==> src/rtl/imem_arb_pkg.sv <==
// imem_arb_pkg: shared types and constants for the instruction-memory port arbiter
package imem_arb_pkg;
    typedef enum logic [1:0] {ST_ARB, ST_DRAIN, ST_LOCKED} state_t;
    typedef enum logic [1:0] {OWN_NONE, OWN_FETCH, OWN_FETCH_MIS, OWN_LOAD_RD} owner_t;
    localparam logic [31:0] NOP = 32'h0000_0013;
endpackage

==> src/rtl/imem_port_arbiter_if.sv <==
// imem_port_arbiter_if: fetch, loader and memory-macro signals of the shared instruction-memory port
interface imem_port_arbiter_if #(
    parameter int ADDR_W = 10,
    parameter int DATA_W = 32
);
    logic              f_req;
    logic [31:0]       f_addr;
    logic              f_gnt;
    logic              f_rvalid;
    logic [DATA_W-1:0] f_rdata;
    logic              f_misalign;
    logic              l_req;
    logic              l_we;
    logic [ADDR_W-1:0] l_addr;
    logic [DATA_W-1:0] l_wdata;
    logic              l_gnt;
    logic              l_rvalid;
    logic [DATA_W-1:0] l_rdata;
    logic              l_lock;
    logic              l_locked;
    logic              mem_en;
    logic              mem_we;
    logic [ADDR_W-1:0] mem_addr;
    logic [DATA_W-1:0] mem_wdata;
    logic [DATA_W-1:0] mem_rdata;
    modport slave (
        input  f_req, f_addr, l_req, l_we, l_addr, l_wdata, l_lock, mem_rdata,
        output f_gnt, f_rvalid, f_rdata, f_misalign, l_gnt, l_rvalid, l_rdata, l_locked,
               mem_en, mem_we, mem_addr, mem_wdata
    );
    modport master (
        output f_req, f_addr, l_req, l_we, l_addr, l_wdata, l_lock, mem_rdata,
        input  f_gnt, f_rvalid, f_rdata, f_misalign, l_gnt, l_rvalid, l_rdata, l_locked,
               mem_en, mem_we, mem_addr, mem_wdata
    );
endinterface

==> src/rtl/imem_port_arbiter.sv <==
// imem_port_arbiter: shares the single instruction-memory port between fetch and the loader,
// with starvation protection and an exclusive locked loader session
module imem_port_arbiter
    import imem_arb_pkg::*;
#(
    parameter int ADDR_W = 10,
    parameter int DATA_W = 32,
    parameter int STARVE_LIMIT = 4
) (
    input logic clk,
    input logic rst,
    imem_port_arbiter_if.slave bus
);
    localparam int CNT_W = $clog2(STARVE_LIMIT + 1);
    localparam logic [CNT_W-1:0] LIMIT = CNT_W'(STARVE_LIMIT);
    state_t state;
    owner_t owner;
    logic [CNT_W-1:0] starve;
    logic fetch_wins, misalign, f_gnt, l_gnt, f_mem;
    logic unused_addr;
    assign unused_addr = ^bus.f_addr[31:ADDR_W+2];
    // Fetch loses while a lock is being requested and once the waiting loader has starved long enough
    always_comb begin
        fetch_wins = state == ST_ARB && !bus.l_lock && !(bus.l_req && starve == LIMIT);
        misalign = bus.f_addr[1:0] != 2'b00;
        f_gnt = !rst && bus.f_req && fetch_wins;
        l_gnt = !rst && bus.l_req && !f_gnt;
        f_mem = f_gnt && !misalign;
    end
    assign bus.f_gnt = f_gnt;
    assign bus.l_gnt = l_gnt;
    assign bus.mem_en = f_mem || l_gnt;
    assign bus.mem_we = l_gnt && bus.l_we;
    assign bus.mem_addr = f_mem ? bus.f_addr[ADDR_W+1:2] : l_gnt ? bus.l_addr : '0;
    assign bus.mem_wdata = l_gnt && bus.l_we ? bus.l_wdata : '0;
    always_ff @(posedge clk) begin
        if (rst) begin
            state <= ST_ARB;
            owner <= OWN_NONE;
            starve <= '0;
        end else begin
            unique case (state)
                ST_ARB:   state <= bus.l_lock ? ST_DRAIN : ST_ARB;
                ST_DRAIN: state <= ST_LOCKED;
                default:  state <= bus.l_lock ? ST_LOCKED : ST_ARB;
            endcase
            owner <= f_gnt ? (misalign ? OWN_FETCH_MIS : OWN_FETCH)
                   : (l_gnt && !bus.l_we) ? OWN_LOAD_RD : OWN_NONE;
            if (l_gnt)
                starve <= '0;
            else if (f_gnt && bus.l_req && starve != LIMIT)
                starve <= starve + 1'b1;
        end
    end
    // Responses are masked during reset so an in-flight read never surfaces
    assign bus.f_rvalid = !rst && (owner == OWN_FETCH || owner == OWN_FETCH_MIS);
    assign bus.f_misalign = !rst && owner == OWN_FETCH_MIS;
    assign bus.f_rdata = rst ? '0 : owner == OWN_FETCH ? bus.mem_rdata
                       : owner == OWN_FETCH_MIS ? DATA_W'(NOP) : '0;
    assign bus.l_rvalid = !rst && owner == OWN_LOAD_RD;
    assign bus.l_rdata = !rst && owner == OWN_LOAD_RD ? bus.mem_rdata : '0;
    assign bus.l_locked = !rst && state == ST_LOCKED;
endmodule

==> src/flat_wrapper.sv <==
// flat-port wrapper written by rule: the top's interface ports become plain ports
module imem_port_arbiter_flat import imem_arb_pkg::*;
#(
    parameter int ADDR_W = 10,
    parameter int DATA_W = 32,
    parameter int STARVE_LIMIT = 4
)
  (clk, rst, bus_f_req, bus_f_addr, bus_l_req, bus_l_we, bus_l_addr, bus_l_wdata, bus_l_lock, bus_mem_rdata, bus_f_gnt, bus_f_rvalid, bus_f_rdata, bus_f_misalign, bus_l_gnt, bus_l_rvalid, bus_l_rdata, bus_l_locked, bus_mem_en, bus_mem_we, bus_mem_addr, bus_mem_wdata);
  imem_port_arbiter_if #(.ADDR_W(ADDR_W), .DATA_W(DATA_W)) bus_i ();
  input logic clk;
  input logic rst;
  input wire logic [$bits(bus_i.f_req)-1:0] bus_f_req;
  input wire logic [$bits(bus_i.f_addr)-1:0] bus_f_addr;
  input wire logic [$bits(bus_i.l_req)-1:0] bus_l_req;
  input wire logic [$bits(bus_i.l_we)-1:0] bus_l_we;
  input wire logic [$bits(bus_i.l_addr)-1:0] bus_l_addr;
  input wire logic [$bits(bus_i.l_wdata)-1:0] bus_l_wdata;
  input wire logic [$bits(bus_i.l_lock)-1:0] bus_l_lock;
  input wire logic [$bits(bus_i.mem_rdata)-1:0] bus_mem_rdata;
  output wire logic [$bits(bus_i.f_gnt)-1:0] bus_f_gnt;
  output wire logic [$bits(bus_i.f_rvalid)-1:0] bus_f_rvalid;
  output wire logic [$bits(bus_i.f_rdata)-1:0] bus_f_rdata;
  output wire logic [$bits(bus_i.f_misalign)-1:0] bus_f_misalign;
  output wire logic [$bits(bus_i.l_gnt)-1:0] bus_l_gnt;
  output wire logic [$bits(bus_i.l_rvalid)-1:0] bus_l_rvalid;
  output wire logic [$bits(bus_i.l_rdata)-1:0] bus_l_rdata;
  output wire logic [$bits(bus_i.l_locked)-1:0] bus_l_locked;
  output wire logic [$bits(bus_i.mem_en)-1:0] bus_mem_en;
  output wire logic [$bits(bus_i.mem_we)-1:0] bus_mem_we;
  output wire logic [$bits(bus_i.mem_addr)-1:0] bus_mem_addr;
  output wire logic [$bits(bus_i.mem_wdata)-1:0] bus_mem_wdata;
  assign bus_i.f_req = bus_f_req;
  assign bus_i.f_addr = bus_f_addr;
  assign bus_i.l_req = bus_l_req;
  assign bus_i.l_we = bus_l_we;
  assign bus_i.l_addr = bus_l_addr;
  assign bus_i.l_wdata = bus_l_wdata;
  assign bus_i.l_lock = bus_l_lock;
  assign bus_i.mem_rdata = bus_mem_rdata;
  assign bus_f_gnt = bus_i.f_gnt;
  assign bus_f_rvalid = bus_i.f_rvalid;
  assign bus_f_rdata = bus_i.f_rdata;
  assign bus_f_misalign = bus_i.f_misalign;
  assign bus_l_gnt = bus_i.l_gnt;
  assign bus_l_rvalid = bus_i.l_rvalid;
  assign bus_l_rdata = bus_i.l_rdata;
  assign bus_l_locked = bus_i.l_locked;
  assign bus_mem_en = bus_i.mem_en;
  assign bus_mem_we = bus_i.mem_we;
  assign bus_mem_addr = bus_i.mem_addr;
  assign bus_mem_wdata = bus_i.mem_wdata;
  imem_port_arbiter #(.ADDR_W(ADDR_W), .DATA_W(DATA_W), .STARVE_LIMIT(STARVE_LIMIT)) u_core (.clk(clk), .rst(rst), .bus(bus_i));
endmodule
==> config.mk <==
export PLATFORM = sky130hd
export DESIGN_NAME = imem_port_arbiter_flat
export DESIGN_NICKNAME = d
export VERILOG_FILES = /design/src/rtl/imem_arb_pkg.sv /design/src/rtl/imem_port_arbiter_if.sv /design/src/rtl/imem_port_arbiter.sv /design/src/flat_wrapper.sv
export SDC_FILE = /design/constraint.sdc
export NUM_CORES = 1
export LEC_CHECK = 0
export ABC_CLOCK_PERIOD_IN_PS = 4400
export CAP_MARGIN = 40
export CORE_AREA = 2 2 88 90
export DETAILED_ROUTE_END_ITERATION = 8
export DIE_AREA = 0 0 90 92
export PLACE_DENSITY = 0.68
export SLEW_MARGIN = 20
export SYNTH_ARGS = -nofsm -noshare
export SYNTH_HDL_FRONTEND = slang
export SYNTH_SLANG_ARGS = --single-unit
==> constraint.sdc <==
create_clock -name clk -period 4.4 [get_ports clk]
set_input_delay 0.66 -clock clk [delete_from_list [all_inputs] [get_ports clk]]
set_output_delay 0.66 -clock clk [all_outputs]
set_load 0.1 [all_outputs]
======== Word-level counts from Yosys, hierarchy flattened ========
Cells that the tools add are included.
storage, ports and cells
  bits in registers ....................... 7
  output and inout port bits .............. 114
  word-level logic and storage cells ...... 51
  input port bits ......................... 112
operators by class
  $add $sub $neg .......................... 1
  reductions and logical operators ........ 27
  equal/unequal tests ..................... 7
  multiplexer cells ....................... 13
operators by type and width
  cell                                                              number
  32-bit two-way mux                                                4
  10-bit two-way mux                                                2
  1-bit logical AND                                                 16
  2-bit two-way mux                                                 4
  2-bit == test (second input constant)                             3
  1-bit zero test                                                   6
  5-bit two-way mux                                                 1
  2-bit by 1-bit == test with 1-bit output (second input constant)  2
  2-bit one-hot mux with 2 select lines                             1
  3-bit by 1-bit adder with 3-bit output (second input constant)    1
  3-bit == test (second input constant)                             1
  3-bit != test (second input constant)                             1
  2-bit zero test                                                   1
  1-bit logical OR                                                  2
  2-bit nonzero test                                                1
  2-bit OR reduction                                                1
  1-bit two-way mux                                                 1

======== Longest topological paths before layout ========
Gate-level depths: netlist of run 1.
  depth in word-level cells ............... 10
  depth in mapped cells ................... 6

======== Least setup slack after synthesis of run 1 ========
OpenSTA, ideal clock, no wires.
  path type ............................... input to output
  start point ............................. input rst
  end point ............................... output bus_l_locked
  slack ................................... 0.672 ns
  path buffers ............................ 1
  stages .................................. 2
  arrival ................................. 3.068 ns
  path through ............................ clkbuf_1 nor3b_1
on the way
  cells in the longest elaborated chain, start to end .. 2
RTL lines
  element             RTL line                 RTL
  start: declaration  flat_wrapper.sv:11       input logic rst;
  1-bit zero test     imem_port_arbiter.sv:62  assign bus.l_locked = !rst && state == ST_LOCKED;
  1-bit logical AND   imem_port_arbiter.sv:62
  end: declaration    flat_wrapper.sv:27       output wire logic [$bits(bus_i.l_locked)-1:0] bus_l_locked;
No other way between the ends.

======== Final worst setup path of run 1 ========
  start point ............................. input rst
  end point ............................... output bus_mem_addr[8]
on the way
  cells in the longest elaborated chain, start to end .. 7
  elaborated cells on any way between the ends .. 9
  classes of those cells .................. 2 x mux; 7 x reduce/logical
RTL lines
  element                         RTL line                                          RTL
  1-bit zero test *               imem_port_arbiter.sv:26, imem_port_arbiter.sv:27
  1-bit logical AND (2 in a row)  imem_port_arbiter.sv:26                           f_gnt = !rst && bus.f_req && fetch_wins;
  1-bit zero test                 imem_port_arbiter.sv:27                           l_gnt = !rst && bus.l_req && !f_gnt;
  1-bit logical AND               imem_port_arbiter.sv:27
  10-bit two-way mux              imem_port_arbiter.sv:34                           assign bus.mem_addr = f_mem ? bus.f_addr[ADDR_W+1:2] : l_gnt ? bus.l_addr : '0;
  10-bit two-way mux *            imem_port_arbiter.sv:34
  end: declaration                flat_wrapper.sv:30                                output wire logic [$bits(bus_i.mem_addr)-1:0] bus_mem_addr;
Mark *: on every way between the ends. The rest lies on a longest branch, timed or not.

==> flow_metrics.py, run 1 <==
metrics = {
    "synth": {
        "post_synth_instance_area_um2": 1249,
        "sequential_area_share_after_synthesis_pct": 11.22,
        "syn_area_per_cell_um2": 7.260,
        "syn-instance-count": 172,
        "postSynthNetCount": 289,
        "synth_cell_types": 29,
        "synth_seq_cells": 7,
        "yosysWarningCount": 0,
    },
    "worst_setup_path": {
        "r2r-start": "u_core.starve[0]",
        "r2r.worst_path.cells": 5,
        "critical-path-slowest-cell": "clkdlybuf4s50_1",
        "rr_endpoint": "u_core.owner[0]",
        "arrival_ns": 2.71,
        "timing_worst_setup_path_type": "in2out",
        "critical_path.max_stage_delay_ns": 0.68,
        "cpLargestDelayFamily": "buffers and inverters",
        "worstPathMaxFanout": 14,
        "worstSetupEndpoint": "bus_mem_addr[8]",
        "rrSetupSlack_ns": 2.77,
        "critPathRequiredTime_ns": 3.74,
        "critical_path_buf_inv_count": 2,
        "crit_chain": "clkdlybuf4s50_1 -> nand2b_1 -> a21oi_2 -> a22o_2 -> buf_4",
        "crit_path_end_kind": "primary output",
        "worst_setup_path_start_kind": "primary input",
        "cp-startpoint": "rst",
        "crit_cells": 5,
    },
    "sta": {
        "tightest_slew_ns": 0.6004,
        "setup-violations-final": 0,
        "fin_tns_setup_ns": 0,
        "layout_worst_path_cycle_share_pct": 76.55,
        "layout_setup_ws_ns": 1.032,
        "fin_skew_ns": 0.002957,
        "fmaxAchievable_mhz": 296.9,
        "slew_headroom_pct": 59.97,
        "post-route-min-period_ns": 3.368,
        "setup_repair_after_global_routing_missed_its_margin": "no",
        "hold_viol_final": 0,
        "final_max_slew_viol_count": 0,
    },
    "global_route": {
        "grt_util_all_layers_pct": 13.86,
        "first_global_vias": 1741,
        "grt_pass1_wl_um": 9411,
        "grt_max_degree": 34,
        "antenna_found_initial": 0,
        "overflow": 0,
    },
    "clock_network": {
        "cts_setup_buffers": 0,
        "clock_sink_count": 7,
        "post_cts_hold_buffers": 0,
        "tritoncts_clock_tree": "yes",
        "cts_max_path_buffers": 2,
        "post_cts_resized": 0,
        "clock_latency_ns": 0.23,
        "number_of_levels_the_h_tree_was_split_into": 1,
        "clk_pin_slew_worst_paths_ns": 0.04,
        "cts_inserted_buffers": 3,
        "ctsRootBufferMaster": "clkbuf_8",
    },
    "routing": {
        "iteration_count_of_the_initial_detailed_routing_pass": 3,
        "drt_first_iter_violations": 28,
        "routed_via_density": 3.878,
        "avgRoutedWirePerCell_um": 12.78,
        "drt_wl_total_um": 6060,
        "postRouteAntennaNets": 0,
        "route.vias.total": 1838,
        "detail_route.drc_violations": 0,
    },
    "die": {
        "die_y_um": 92,
        "floorplan_die_area_um2": 8280,
        "initial_core_util_pct": 16.77,
        "die_x_um": 90,
        "placeableCoreArea_um2": 7447,
        "ioPinCount": 226,
        "placementRows": 32,
    },
    "job": {
        "maxCapViolCount": 0,
    },
    "place": {
        "hpwlAfterDp_um": 5200,
        "portBuffers": 205,
        "place.gp.congestion": 0.7644,
        "detailedPlace.worstSlack_ns": 1.033,
    },
    "outcome": {
        "status": "finished clean",
    },
    "final_layout": {
        "diodes": 0,
        "nNetsFinal": 490,
        "layout-area-overhead-vs-synth_pct": 206.0,
        "post_route_cells_drive_above_1_share_pct": 34.14,
        "num-fill-cells": 710,
    },
    "power_and_ir_drop": {
        "vdd.ir_drop.worst_mv": 0.2091,
        "powerDensity_nw_per_um2": 138.8,
        "power.static_leakage_uw": 0.001677,
        "design_power_total_uw": 530.5,
    },
    "min_path": {
        "hold_class": "reg2reg",
        "holdPathStages": 2,
    },
}
## metal layers
metal,GRT usage (%),up-vias,wire (um)
li1,-,955,-
met1,17.08,791,2482
met2,25.94,88,3199
met3,2.136,4,346
met4,1.923,0,31
met5,0,-,0
## flip-flops by register name, indices dropped and copies added (netlist names)
name,count
u_core.owner,2
u_core.starve,3
u_core.state,2
## cells in the mapped netlist
cell type	count	area [um2]
a211oi_4	2	40.04
a21o_1	1	7.510
a21oi_1	6	30.03
a21oi_2	1	8.760
a22o_1	9	78.83
a22o_2	1	10.01
and2_1	94	588.1
and2b_4	1	10.01
and3b_1	1	8.760
and4_1	1	8.760
buf_2	1	5.000
buf_4	1	7.510
buf_6	4	45.04
clkbuf_1	6	22.52
dfxtp_1	7	140.1
ha_1	5	62.56
inv_1	6	22.52
mux2i_1	1	10.01
nand2_1	3	11.26
nand2b_1	5	31.28
nand3_1	2	10.01
nand4_1	2	12.51
nor2_1	3	11.26
nor2b_1	3	18.77
nor3_2	1	10.01
nor3b_1	2	15.01
o211ai_1	1	7.510
o2bb2ai_1	1	8.760
or2_1	1	6.260
## how the worst min path moves through the flow
stage | slack, ns | end | from
2_1_floorplan | 0.46 | u_core.starve[1] | u_core.starve[1]
3_3_place_gp | 0.47 | u_core.starve[0] | u_core.starve[0]
3_5_place_dp | 0.49 | u_core.starve[1] | u_core.starve[1]
4_1_cts | 0.49 | u_core.starve[1] | u_core.starve[1]
5_1_grt | 0.52 | u_core.starve[1] | u_core.starve[1]
6_report | 0.49 | u_core.starve[1] | u_core.starve[1]
## area by class of cell
type	instances	area (um2)	area share, %
repair buffers	208	2477	64.83
multi-input cells	147	1008	26.39
flip-flops and latches	7	140.1	3.667
well taps	102	127.6	3.340
clock buffers	4	45.04	1.179
inverters	6	22.52	0.5894
## where the power goes
| group | total [uW] | leakage, uW | internal [uW] | switching (uW) |
|---|---|---|---|---|
| Combinational | 369 | 0.00160 | 146 | 223 |
| Clock | 91.9 | 0.0000228 | 62.8 | 29.1 |
| Sequential | 69.6 | 0.0000572 | 66.4 | 3.15 |
## worst reg2reg max path, cell delays in order (launching register included)
cell and delay, ns:
dfxtp_1 0.35, inv_1 0.07, ha_1 0.26, a211oi_4 0.38, a21oi_2 0.24, a21o_1 0.23
## kinds of logic (layout without fill, tap and decap cells)
| family | Yosys count | after routing | share of synthesized area, % |
|---|---|---|---|
| compound gates | 22 | 22 | 15.33 |
| fa+ha+maj | 5 | 5 | 5.010 |
| buf+inv | 18 | 218 | 8.216 |
| flops | 7 | 7 | 11.22 |
| mux | 1 | 1 | 0.8016 |
| simple gates | 119 | 119 | 59.42 |
## layout by cell type (no fill, tap or decap), drive strengths merged
cell type      instances
inv                    6
and2b                  1
mux2i                  1
nor2                   3
a21o                   1
o2bb2ai                1
nand3                  2
nor2b                  3
nand2                  3
clkdlybuf4s50         91
nand2b                 5
clkbuf                 4
nor3                   1
o211ai                 1
a21oi                  7
buf                  117
and3b                  1
a22o                  10
and4                   1
nor3b                  2
and2                  94
nand4                  2
dfxtp                  7
a211oi                 2
or2                    1
ha                     5
## metrics by stage
step	instance area, um2	hold WS (ns)	utilization [%]	std cells
final	3821	0.4904	51.31	474
after detailed placement	3776	0.4864	50.71	470
after global routing	3821	0.5163	51.31	474
after floorplan	1249	0.4618	-	172
after CTS	3821	0.4920	51.31	474
after global placement	3776	0.4749	50.71	470
(Power assumes the default switching activity.)
==> run 2, diff against run 1 <==
--- a/config.mk
+++ b/config.mk
@@ -5,7 +5,7 @@
 export SDC_FILE = /design/constraint.sdc
 export NUM_CORES = 1
 export LEC_CHECK = 0
-export ABC_CLOCK_PERIOD_IN_PS = 4400
+export ABC_CLOCK_PERIOD_IN_PS = 3350
 export CAP_MARGIN = 40
 export CORE_AREA = 2 2 88 90
 export DETAILED_ROUTE_END_ITERATION = 8
==> constraint.sdc (replaced) <==
create_clock -name clk -period 3.35 [get_ports clk]
set_input_delay 0.5025 -clock clk [delete_from_list [all_inputs] [get_ports clk]]
set_output_delay 0.5025 -clock clk [all_outputs]
set_load 0.1 [all_outputs]
==> run 2 against run 1 <==
  * Largest cell class unchanged
  * Routed wire length increased by 10%
  * Register-to-register slack got worse by 1.1 ns
  * Via count increased by 4.3%
  * Clock skew decreased by 0.00079 ns
  * Clock-buffer cell count unchanged
  * Highest routed layer unchanged
==> flow_metrics.py, run 2 (synthesized netlist as in run 1, its figures left out) <==
metrics = {
    "power_and_ir_drop": {
        "power.switching_uw": 345.9,
        "power.share.sequential_pct": 12.4,
        "power_frac_clock_pct": 16.7,
        "powerDensity_nw_per_um2": 164.7,
        "power.static_leakage_uw": 0.001830,
        "share_of_power_burned_in_combinational_logic_pct": 70.9,
        "netSwitchingFraction_pct": 46.87,
        "vdd.ir_drop.worst_mv": 0.2034,
        "cellInternalPower_uw": 392.1,
    },
    "global_route": {
        "first_global_vias": 1977,
        "grt_pass1_wl_um": 10390,
        "antenna_found_initial": 0,
        "overflow": 0,
        "grt_util_all_layers_pct": 15.44,
        "grt_max_degree": 34,
    },
    "clock_network": {
        "number_of_levels_the_h_tree_was_split_into": 1,
        "clk_pin_slew_worst_paths_ns": 0.04,
        "post_cts_resized": 0,
        "cts_max_path_buffers": 2,
        "clock_sink_count": 7,
        "post_cts_hold_buffers": 0,
        "cts_inserted_buffers": 3,
        "clock_latency_ns": 0.24,
        "cts_setup_buffers": 0,
        "tritoncts_clock_tree": "yes",
        "ctsRootBufferMaster": "clkbuf_8",
    },
    "die": {
        "die_x_um": 90,
        "placementRows": 32,
        "die_y_um": 92,
        "placeableCoreArea_um2": 7447,
        "floorplan_die_area_um2": 8280,
        "initial_core_util_pct": 16.77,
        "ioPinCount": 226,
    },
    "final_layout": {
        "layout.cell_area.non_filler_um2": 4482,
        "largest_regs": "u_core.starve (3), u_core.owner (2), u_core.state (2)",
        "diodes": 0,
        "final_cell_mix": "buf_12, and2_1, clkdlybuf4s50_1, buf_4, a22o_1",
        "largest_register_ff_count": 3,
        "most_common_library_cell_in_the_layout_ignoring_fill_and_taps": "buf_12",
        "reg_with_most_ffs": "u_core.starve",
        "post_route_cells_drive_above_1_share_pct": 34.32,
        "nNetsFinal": 491,
        "layout-area-overhead-vs-synth_pct": 258.9,
    },
    "routing": {
        "drt_first_iter_violations": 40,
        "iteration_count_of_the_initial_detailed_routing_pass": 4,
        "avgRoutedWirePerCell_um": 14.10,
        "drt_wl_total_um": 6696,
        "route.vias.total": 1917,
        "postRouteAntennaNets": 0,
        "routed_via_density": 4.036,
        "detail_route.drc_violations": 0,
    },
    "job": {
        "maxCapViolCount": 0,
    },
    "worst_setup_path": {
        "worstPathMaxFanout": 14,
        "worst_setup_path_start_kind": "primary input",
        "crit_path_end_kind": "primary output",
        "critPathRequiredTime_ns": 2.85,
        "timing_worst_setup_path_type": "in2out",
        "rrSetupSlack_ns": 1.68,
        "arrival_ns": 2.32,
    },
    "sta": {
        "hold_viol_final": 0,
        "final_max_slew_viol_count": 0,
        "fmaxAchievable_mhz": 354.4,
        "setup-violations-final": 0,
        "fin_tns_setup_ns": 0,
        "slew_headroom_pct": 54.57,
        "tightest_slew_ns": 0.6815,
        "post-route-min-period_ns": 2.822,
        "fin_skew_ns": 0.002164,
        "setup_repair_after_global_routing_missed_its_margin": "no",
        "layout_worst_path_cycle_share_pct": 84.24,
    },
    "place": {
        "placement_stage_cell_area_um2": 4437,
        "portBuffers": 205,
        "hpwlAfterDp_um": 5804,
        "place.gp.congestion": 0.8246,
    },
    "min_path": {
        "hold_class": "reg2reg",
    },
    "outcome": {
        "status": "finished clean",
    },
}
## run 2: power by group through the flow
stage / sequential, uW / combinational, uW / clock (uW)
after floorplan: 92.1 / 279 / 0
after global placement: 92.4 / 521 / 0
after detailed placement: 93.0 / 525 / 0
after CTS: 91.6 / 527 / 124
after global routing: 92.0 / 542 / 127
final: 91.5 / 524 / 123
## run 2: per-layer routing
| metal | vias up | GRT usage, % | share of wire (%) |
|---|---|---|---|
| li1 | 954 | - | - |
| met1 | 865 | 16.42 | 37 |
| met2 | 93 | 31.14 | 56 |
| met3 | 5 | 3.369 | 6.7 |
| met4 | 0 | 2.692 | 0.58 |
| met5 | - | 0 | 0 |
## run 2: worst max-delay path, stage by stage
cell             delay (ns)
clkdlybuf4s50_1        0.60
nand2b_1               0.17
a21oi_2                0.55
a22o_1                 0.31
buf_12                 0.18
## run 2: area by class of cell
type / instances / area [um2]
repair buffers: 209 / 3136
fillers: 616 / 2965
clock buffers: 4 / 45.04
multi-input cells: 147 / 1011
flip-flops and latches: 7 / 140.1
inverters: 6 / 22.52
well taps: 102 / 127.6
## run 2: worst paths after layout
path / from / endpoint / cells past startpoint
hold / removal: u_core.starve[1] / u_core.starve[1] / 2
setup reg to reg: u_core.starve[0] / u_core.owner[0] / 5
setup / recovery: bus_l_req / bus_mem_addr[1] / 5
hold reg to reg: u_core.starve[1] / u_core.starve[1] / 2
## run 2: per-stage QoR
| stage | utilization, % | setup WS, ns | hold WS (ns) | cells | power, uW |
|---|---|---|---|---|---|
| global route | 60.18 | 0.3875 | 0.5131 | 475 | 760.8 |
| CTS | 60.18 | 0.5287 | 0.4940 | 475 | 742.8 |
| floorplan | - | 0.2641 | 0.4618 | 172 | 371.3 |
| finish | 60.18 | 0.5279 | 0.4920 | 475 | 738.0 |
| global placement | 59.58 | 0.5486 | 0.4778 | 471 | 613.3 |
| detailed placement | 59.58 | 0.5341 | 0.4864 | 471 | 618.1 |
==> run 3, diff against run 2 <==
--- a/config.mk
+++ b/config.mk
@@ -5,7 +5,7 @@
 export SDC_FILE = /design/constraint.sdc
 export NUM_CORES = 1
 export LEC_CHECK = 0
-export ABC_CLOCK_PERIOD_IN_PS = 3350
+export ABC_CLOCK_PERIOD_IN_PS = 2800
 export CAP_MARGIN = 40
 export CORE_AREA = 2 2 88 90
 export DETAILED_ROUTE_END_ITERATION = 8
==> constraint.sdc (replaced) <==
create_clock -name clk -period 2.8 [get_ports clk]
set_input_delay 0.42 -clock clk [delete_from_list [all_inputs] [get_ports clk]]
set_output_delay 0.42 -clock clk [all_outputs]
set_load 0.1 [all_outputs]
==> run 3 against run 2 <==
  * Non-clock buffer count up 7
  * Power rose by 23%
  * Critical endpoint is now bus_mem_wdata[14]
  * Clock-buffer cell count unchanged
  * Core utilization grew 1.9 points
==> flow_metrics.py, run 3 (synthesized netlist as in run 1, its figures left out) <==
metrics = {
    "worst_setup_path": {
        "critical_path.max_stage_delay_ns": 0.61,
        "crit_path_end_kind": "primary output",
        "crit_chain": "clkdlybuf4s50_1 -> nand2b_1 -> a211oi_4 -> buf_4 -> and2_1 -> buf_12",
        "timing_worst_setup_path_type": "in2out",
        "rr_endpoint": "u_core.owner[0]",
        "worstPathMaxFanout": 33,
        "critPathRequiredTime_ns": 2.38,
        "cp-startpoint": "bus_l_req",
        "worst_setup_path_start_kind": "primary input",
        "r2r.worst_path.cells": 6,
        "critical-path-slowest-cell": "clkdlybuf4s50_1",
        "rrSetupSlack_ns": 1.05,
        "worstSetupEndpoint": "bus_mem_wdata[14]",
        "r2r-start": "u_core.starve[0]",
        "arrival_ns": 2.15,
    },
    "global_route": {
        "grt_max_degree": 34,
        "overflow": 0,
        "globalRouteMet1Util_pct": 16.49,
        "antenna_found_initial": 0,
        "grt_pass1_wl_um": 10660,
        "grt.busiest_layer": "met2",
        "gr-usage-met2_pct": 32.27,
        "grt_met3_use_pct": 4.684,
        "grt_util_all_layers_pct": 15.93,
        "first_global_vias": 1944,
    },
    "final_layout": {
        "num-fill-cells": 617,
        "nNetsFinal": 498,
        "layout.cell_area.non_filler_um2": 4624,
        "largest_regs": "u_core.starve (3), u_core.owner (2), u_core.state (2)",
        "largest_register_ff_count": 3,
        "reg_with_most_ffs": "u_core.starve",
        "final_cell_mix": "buf_12, and2_1, clkdlybuf4s50_1, buf_4, a22o_1",
        "layout-area-overhead-vs-synth_pct": 270.3,
        "utilization_pct": 62.10,
        "post_route_cells_drive_above_1_share_pct": 35.79,
        "most_common_library_cell_in_the_layout_ignoring_fill_and_taps": "buf_12",
        "diodes": 0,
    },
    "clock_network": {
        "post_cts_hold_buffers": 0,
        "number_of_levels_the_h_tree_was_split_into": 1,
        "ctsRootBufferMaster": "clkbuf_8",
        "post_cts_resized": 0,
        "clk_pin_slew_worst_paths_ns": 0.04,
        "cts_max_path_buffers": 2,
        "clock_sink_count": 7,
        "tritoncts_clock_tree": "yes",
        "clock_latency_ns": 0.23,
        "cts_inserted_buffers": 3,
        "cts_setup_buffers": 0,
    },
    "die": {
        "initial_core_util_pct": 16.77,
        "placeableCoreArea_um2": 7447,
        "die_y_um": 92,
        "floorplan_die_area_um2": 8280,
        "ioPinCount": 226,
        "die_x_um": 90,
        "placementRows": 32,
    },
    "place": {
        "place.gp.congestion": 0.7753,
        "placement_stage_cell_area_um2": 4579,
        "portBuffers": 205,
        "hpwlAfterDp_um": 6191,
        "detailedPlace.worstSlack_ns": 0.2115,
    },
    "job": {
        "maxCapViolCount": 0,
    },
    "sta": {
        "post-route-min-period_ns": 2.575,
        "fmaxAchievable_mhz": 388.4,
        "final_max_slew_viol_count": 0,
        "layout_setup_ws_ns": 0.2253,
        "layout_worst_path_cycle_share_pct": 91.95,
        "setup_repair_after_global_routing_missed_its_margin": "no",
        "finalHoldWorstSlack_ns": 0.4846,
        "hold_viol_final": 0,
        "fin_tns_setup_ns": 0,
        "tightest_slew_ns": 0.5735,
        "setup-violations-final": 0,
        "slew_headroom_pct": 61.77,
        "fin_skew_ns": 0.001418,
    },
    "routing": {
        "drt_wl_total_um": 6805,
        "postRouteAntennaNets": 0,
        "drt_first_iter_violations": 25,
        "avgRoutedWirePerCell_um": 14.12,
        "route.vias.total": 1950,
        "detail_route.drc_violations": 0,
        "iteration_count_of_the_initial_detailed_routing_pass": 4,
        "routed_via_density": 4.046,
    },
    "outcome": {
        "status": "finished clean",
    },
    "power_and_ir_drop": {
        "power.static_leakage_uw": 0.001888,
        "vdd.ir_drop.worst_mv": 0.1993,
        "powerDensity_nw_per_um2": 195.5,
    },
    "min_path": {
        "hold_class": "reg2reg",
    },
}
-- run 3: changes by cell type in the layout (fill, tap and decap cells not counted), sizes merged --
| cell | previous run | this run |
|---|---|---|
| buf | 118 | 125 |
-- run 3: area by class of cell --
| type | instances | area, um2 | share of cell area [%] |
|---|---|---|---|
| multi-input combinational | 147 | 1013 | 21.92 |
| clock buffer | 4 | 45.04 | 0.9740 |
| tap | 102 | 127.6 | 2.760 |
| sequential | 7 | 140.1 | 3.030 |
| timing repair buffer | 216 | 3276 | 70.83 |
| inverter | 6 | 22.52 | 0.4870 |
-- run 3: routing by layer --
metal  up-vias  share of wire (%)
met5         -                  0
met4         0               0.65
met3         5                7.7
met2        97                 57
met1       872                 35
li1        976                  -
-- run 3: report_power, final --
group / internal, uW / switching, uW / leakage (uW)
Sequential: 104 / 5.16 / 0.0000572
Clock: 98.8 / 46.8 / 0.0000228
Combinational: 285 / 365 / 0.00181
-- run 3: worst max-delay path: cells and delay by family --
kind,cells,cell delay (ns)
simple gates,2,0.41
compound gates,1,0.22
buf+inv,3,1.09
-- run 3: worst min path at each step --
stage,slack [ns],cells after the start,end,from
CTS,0.49,2,u_core.starve[1],u_core.starve[1]
finish,0.48,2,u_core.starve[1],u_core.starve[1]
floorplan,0.46,2,u_core.starve[1],u_core.starve[1]
global placement,0.47,2,u_core.starve[1],u_core.starve[1]
global route,0.52,2,u_core.starve[1],u_core.starve[1]
detailed placement,0.48,2,u_core.starve[1],u_core.starve[1]
-- run 3: stage by stage --
stage                     total power (uW)  cells
after global routing                 936.2    482
final                                904.2    482
after floorplan                      444.2    172
after CTS                            911.2    482
after global placement               755.5    478
after detailed placement             764.2    478
